===== src/rtl/payload_buffer_arbiter.sv =====
// Shares the single-port payload RAM between the packet engine (A) and the CPU (B) using a sticky owner with a bounded hold.
// Define PAYLOAD_ARB_STATS_EN to add the per-port stall counters and their stats_clear input.
module payload_buffer_arbiter #(
   parameter int ADDR_W   = 13,
   parameter int DATA_W   = 16,
   parameter int BE_W     = 2,
   parameter int MAX_HOLD = 4
) (
   input  logic              clk,
   input  logic              reset,
   input  logic [ADDR_W-1:0] a_address,
   input  logic [BE_W-1:0]   a_byteenable,
   input  logic              a_read,
   input  logic              a_write,
   input  logic [DATA_W-1:0] a_writedata,
   output logic              a_waitrequest,
   output logic              a_readdatavalid,
   output logic [DATA_W-1:0] a_readdata,
   input  logic [ADDR_W-1:0] b_address,
   input  logic [BE_W-1:0]   b_byteenable,
   input  logic              b_read,
   input  logic              b_write,
   input  logic [DATA_W-1:0] b_writedata,
   output logic              b_waitrequest,
   output logic              b_readdatavalid,
   output logic [DATA_W-1:0] b_readdata,
   output logic [ADDR_W-1:0] ram_address,
   output logic [BE_W-1:0]   ram_byteenable,
   output logic              ram_chipselect,
   output logic              ram_write,
   output logic [DATA_W-1:0] ram_writedata,
   output logic              ram_clken,
   input  logic [DATA_W-1:0] ram_readdata
`ifdef PAYLOAD_ARB_STATS_EN
   ,
   input  logic              stats_clear,
   output logic [15:0]       a_stall_cnt,
   output logic [15:0]       b_stall_cnt
`endif
);

   localparam int HOLD_W = $clog2(MAX_HOLD + 1);
   localparam logic [HOLD_W-1:0] HOLD_MAX = HOLD_W'(MAX_HOLD);
   localparam logic OWNER_A = 1'b0;
   localparam logic OWNER_B = 1'b1;

   logic              req_a;
   logic              req_b;
   logic              grant_a;
   logic              grant_b;
   logic              owner_keeps;
   logic              owner;
   logic [HOLD_W-1:0] hold_cnt;

   assign req_a       = a_read | a_write;
   assign req_b       = b_read | b_write;
   assign owner_keeps = (hold_cnt < HOLD_MAX);

   // On a tie the owner wins until its hold budget is spent, then the other port takes over.
   always_comb begin
      grant_a = 1'b0;
      grant_b = 1'b0;
      if (req_a && req_b) begin
         if ((owner == OWNER_A) == owner_keeps) grant_a = 1'b1;
         else                                   grant_b = 1'b1;
      end else begin
         grant_a = req_a;
         grant_b = req_b;
      end
   end

   assign a_waitrequest = req_a & ~grant_a;
   assign b_waitrequest = req_b & ~grant_b;

   always_comb begin
      ram_address    = '0;
      ram_byteenable = '0;
      ram_write      = 1'b0;
      ram_writedata  = '0;
      if (grant_a) begin
         ram_address    = a_address;
         ram_byteenable = a_byteenable;
         ram_write      = a_write;
         ram_writedata  = a_writedata;
      end else if (grant_b) begin
         ram_address    = b_address;
         ram_byteenable = b_byteenable;
         ram_write      = b_write;
         ram_writedata  = b_writedata;
      end
   end

   assign ram_chipselect = grant_a | grant_b;
   assign ram_clken      = 1'b1;

   always_ff @(posedge clk or posedge reset) begin
      if (reset) begin
         owner    <= OWNER_A;
         hold_cnt <= '0;
      end else if (grant_a || grant_b) begin
         if (grant_b != owner) begin
            owner    <= grant_b;
            hold_cnt <= HOLD_W'(1);
         end else if (hold_cnt != HOLD_MAX) begin
            hold_cnt <= hold_cnt + HOLD_W'(1);
         end
      end
   end

   // ---- stage p1: RAM q is valid one cycle after the registered address ----
   always_ff @(posedge clk or posedge reset) begin
      if (reset) begin
         a_readdatavalid <= 1'b0;
         b_readdatavalid <= 1'b0;
      end else begin
         a_readdatavalid <= grant_a & a_read & ~a_write;
         b_readdatavalid <= grant_b & b_read & ~b_write;
      end
   end

   assign a_readdata = ram_readdata;
   assign b_readdata = ram_readdata;

`ifdef PAYLOAD_ARB_STATS_EN
   function automatic logic [15:0] sat_inc(input logic [15:0] cnt, input logic inc);
      if (inc && cnt != 16'hFFFF) return cnt + 16'd1;
      return cnt;
   endfunction

   always_ff @(posedge clk or posedge reset) begin
      if (reset) begin
         a_stall_cnt <= '0;
         b_stall_cnt <= '0;
      end else if (stats_clear) begin
         a_stall_cnt <= '0;
         b_stall_cnt <= '0;
      end else begin
         a_stall_cnt <= sat_inc(a_stall_cnt, a_waitrequest);
         b_stall_cnt <= sat_inc(b_stall_cnt, b_waitrequest);
      end
   end
`endif

endmodule


===== config.mk =====
export PLATFORM = sky130hd
export DESIGN_NAME = payload_buffer_arbiter
export DESIGN_NICKNAME = d
export VERILOG_FILES = /design/src/rtl/payload_buffer_arbiter.sv
export SDC_FILE = /design/constraint.sdc
export NUM_CORES = 1
export LEC_CHECK = 0
export CAP_MARGIN = 5
export CORE_ASPECT_RATIO = 0.75
export CORE_MARGIN = 4
export CORE_UTILIZATION = 26
export CTS_CLUSTER_SIZE = 30
export DETAILED_ROUTE_END_ITERATION = 7
export PLACE_DENSITY = 0.88
export RECOVER_POWER = 50
export SKIP_CTS_REPAIR_TIMING = 1
export SYNTH_ARGS = -nofsm -noshare
export SYNTH_HDL_FRONTEND = slang
export SYNTH_SLANG_ARGS = --single-unit

===== constraint.sdc =====
create_clock -name clk -period 4.8 [get_ports clk]
set_clock_uncertainty 0.15 [all_clocks]
set_input_delay 0.96 -clock clk [delete_from_list [all_inputs] [get_ports clk]]
set_output_delay 0.96 -clock clk [all_outputs]
set_load 0.02 [all_outputs]

# Word-level counts from Yosys, hierarchy flattened
# Index checks and enable logic that the tools add are counted.
# totals
regBits	6
latchBits	0
ramBits	0
mem_bits_ro	0
inputBits	84
out_inout_bits	70
mem_count	0
# op_classes
addsub	1
multipliers	0
div_mod_pow	0
n_lt_le_gt_ge	1
n_eq_ne	3
n_shift	0
mux	14
n_bitwise	14
reduce_logical	5
# op_table
operator	n
two-way mux 16 bit	2
two-way mux 13 bit	2
bitwise AND 1 bit	6
two-way mux 1 bit	6
two-way mux 3 bit	2
NOT 1 bit	5
two-way mux 2 bit	2
AND reduction 2 bit	2
adder 3 x 1 -> 3 bit, second input constant	1
less-than comparator 3 bit, second input constant	1
inequality test 3 bit, second input constant	1
OR 1 bit	3
nonzero test 2 bit	1
equality test 1 bit	1
logical AND 1 bit	1
logical OR 1 bit	1
inequality test 1 bit	1

# Depth between registers and ports, before layout
# depth
ltp_word	7
mapped_depth	6
mapped_depth_nobuf	6

# Worst setup path after synthesis
# OpenSTA, ideal clock, no wires.
# synth_path
path_type	input port to output port
start	in a_write
end	out ram_writedata[10]
arrival_ns	1.928
required_time_ns	3.690
slack_ns	1.762
path_stages	6
path_buffers	2
cell_sequence	clkbuf_2 > nor2_4 > nor2_2 > nor2_4 > buf_6 > a22o_1
# synth_via
elab_chain_len	5
elab_cells_between_ends	6
cone_classes	4 x mux; 1 x bitwise; 1 x reduce/logical
# synth_lines
item	line_no	text
start, declared	14	input logic a_write,
OR 1 bit *	55	assign req_a = a_read | a_write;
logical AND 1 bit	63	if (req_a && req_b) begin
two-way mux 1 bit	63	
two-way mux 16 bit	85	end else if (grant_b) begin
two-way mux 16 bit *	80	if (grant_a) begin
end, declared	31	output logic [DATA_W-1:0] ram_writedata,
# Every way passes the cells marked *; elsewhere a longest branch is shown, timed or not.

# Worst setup path in the final report
# layout_path
start	in a_write
end	out ram_address[6]
# layout_via
elab_chain_len	5
elab_cells_between_ends	6
cone_classes	4 x mux; 1 x bitwise; 1 x reduce/logical
# layout_lines
item	line_no	text
OR 1 bit *	55	
logical AND 1 bit	63	
two-way mux 1 bit	63	
two-way mux 13 bit	85	
two-way mux 13 bit *	80	
end, declared	27	output logic [ADDR_W-1:0] ram_address,
# Marks and branches as above.

==> results.yml <==
logic_synthesis:
  synth_edf_count: 0
  yosysUniqueCellTypes: 36
  yosysSeqAreaShare_pct: 14.22
  syn-num-nets: 213
  syn_inst: 127
  synthArstFlopShare_pct: 100.0
  yosysWarnings: 0
  synth_area_um2: 1056
  synth_ff_type: "dfrtp_1"
  ys_seq_elements: 6
  synth.avg_cell_area_um2: 8.315
clocking:
  clk_pin_slew_ps: 30
  cts_htree_levels: 1
  worstSkewPairLatency_ps: 220
  cts_tree: "done"
  cts-buffers-inserted: 3
  cts_buffer_depth: 2
  cts-root-buf: "clkbuf_8"
  numClockSinks: 6
floorplan:
  initial_core_util_pct: 27.94
  dieArea_um2: 5156
  die_x_um: 81.59
  die_h_um: 63.19
  ios: 154
  rows: 19
  design.core.area_um2: 3780
timing:
  timing.final.ws_setup_ps: 522.8
  period_share_pct: 89.11
  max_freq_mhz: 233.8
  timing.final.hold_violations: 0
  min_period_ps: 4277
  timing_max_transition_violations_final: 0
  fin_setup_tns_ps: 0
  final-setup-viol-count: 0
  rsz0062_at_grt: "false"
power:
  netSwitchingFraction_pct: 46.29
  ir_worst_vdd_uv: 214.5
  p_leak_nw: 0.7578
  clockPowerShare_pct: 7.5
  p_seq_share_pct: 10.6
  power.density_nw_per_um2: 522.7
  fin_total_pwr_mw: 0.9934
  p_comb_share_pct: 81.9
  intPower_mw: 0.5336
  switchingPower_mw: 0.4598
finish:
  fillCellCount: 363
  antenna_cells: 0
  nets: 281
  drive_gt1_share_pct: 6.218
  final_cell_area_um2: 1901
  postLayoutCoreUtil_pct: 50.28
  area_delta_synth_final_pct: 79.98
critical_path:
  slowest_stage: "clkdlybuf4s50_1"
  worst-path-buf-inv: 3
  cp.arrival_ps: 3170
  worstSetupEndpointType: "primary output"
  worstPathRequired_ps: 3690
  cp_cell_sequence: "clkdlybuf4s50_1, nor2_4, nor2_2, nor2_4, buf_4, a22o_1, clkdlybuf4s50_1"
  cp-start-kind: "primary input"
  worstRegToRegCells: 5
  critical-path-top-delay-family: "buffers and inverters"
  crit_cells: 7
  critPathMaxFanout: 32
  worst-setup-path-type: "in2out"
  max_stage_delay_ps: 620
outcome:
  run_status: "finished clean"
worst_hold_path:
  hold_class: "reg2reg"
  min_path_cells: 1
route:
  top_layer: "met4"
  wl_per_cell_um: 15.03
  routed_via_density: 4.665
  wl_met1_mm: 1.395
  met2WireLength_mm: 1.851
  drt_iter0_markers: 29
  dr.pass1.iters: 4
  vias: 1143
  postRouteAntennaNets: 0
  wl_met3_um: 406
  wl_mm: 3.682
  drc: 0
place:
  place_area_um2: 1859
  portBuffers: 104
  pre_cts_ws_ps: 503.6
  place_hpwl_mm: 3.031
  gp_congestion: 0.8069
flow_run:
  maxCapViolations: 0
global_route:
  grt_pass1_wl_mm: 5.402
  grt_max_degree: 33
  grt_pass1_vias: 1151
  antenna_found_initial: 0
  grt_overflow_total: 0
  grt_use_total_pct: 13.32
==> area by class of cell <==
type	instances	area [um^2]	area share, %
clock buffers	3	41.29	2.172
inverters	5	18.77	0.9875
multi-input cells	73	569.3	29.95
flip-flops and latches	6	150.1	7.900
well taps	52	65.06	3.423
repair buffers	106	1056	55.56
==> cells by family (layout without fill, tap and decap cells) <==
kind of cell / after synthesis / count (layout) / share of synthesized area (%)
compound gates: 48 / 48 / 36.73
fa+ha+maj: 2 / 2 / 2.369
simple gates: 20 / 20 / 12.09
xor+xnor: 2 / 2 / 2.370
buf+inv: 48 / 114 / 31.87
flops: 6 / 6 / 14.22
other cells: 1 / 1 / 0.3551
==> layer usage <==
layer / vias to the layer above / global-route usage, %
li1: 571 / -
met1: 505 / 14.25
met2: 65 / 23.17
met3: 2 / 5.698
met4: 0 / 4.564
met5: - / 0
==> power by group through the flow <==
stage / clock network [mW] / registers [mW] / logic [mW]
6_report: 0.0741 / 0.106 / 0.814
5_1_grt: 0.0809 / 0.110 / 0.870
4_1_cts: 0.0781 / 0.105 / 0.826
3_5_place_dp: 0 / 0.106 / 0.822
3_3_place_gp: 0 / 0.104 / 0.811
2_1_floorplan: 0 / 0.0878 / 0.546
==> synthesized netlist by cell type (2+ instances only) <==
| master | n | area share, % |
|---|---|---|
| buf_2 | 4 | 1.9 |
| nor2_4 | 2 | 2.1 |
| buf_6 | 3 | 3.2 |
| buf_4 | 34 | 24 |
| inv_1 | 5 | 1.8 |
| nor3b_1 | 2 | 1.4 |
| ha_1 | 2 | 2.4 |
| o21ai_0 | 2 | 0.95 |
| a22o_1 | 31 | 26 |
| nor3_1 | 4 | 1.9 |
| nand3_1 | 2 | 0.95 |
| a21oi_1 | 3 | 1.4 |
| o31ai_1 | 2 | 1.4 |
| dfrtp_1 | 6 | 14 |
| nor2_2 | 3 | 1.8 |
| nor2_1 | 2 | 0.71 |
==> cell usage in the layout, fill, tap and decap left out, types with 2 or more instances in the layout <==
| cell type | count |
|---|---|
| a21oi_1 | 3 |
| a22o_1 | 31 |
| buf_4 | 2 |
| clkbuf_8 | 3 |
| clkdlybuf4s50_1 | 101 |
| dfrtp_1 | 6 |
| dlygate4sd3_1 | 3 |
| ha_1 | 2 |
| inv_1 | 5 |
| nand3_1 | 2 |
| nor2_1 | 2 |
| nor2_2 | 3 |
| nor2_4 | 2 |
| nor3_1 | 4 |
| nor3b_1 | 2 |
| o21ai_0 | 2 |
| o31ai_1 | 2 |
==> final timing paths <==
kind	slack (ps)	startpoint	to
worst max-delay path	520	a_write	ram_address[6]
worst min-delay path	370	hold_cnt[0]	hold_cnt[0]
worst max register to register	3040	hold_cnt[2]	owner
worst min register to register	370	hold_cnt[0]	hold_cnt[0]
max in group asynchronous	3350	reset	b_readdatavalid
min in group asynchronous	950	reset	hold_cnt[1]
==> stage by stage <==
step	cells	hold WS [ps]
final	245	367.4
after global routing	245	381.4
after CTS	245	365.6
after detailed placement	242	364.1
after global placement	242	361.0
after floorplan	127	321.9
==> sequential cells by signal (all words and copies together) (netlist names) <==
signal and cells:
hold_cnt 3, a_readdatavalid 1, b_readdatavalid 1, owner 1
No activity file was read; power rests on OpenSTA's default activity.
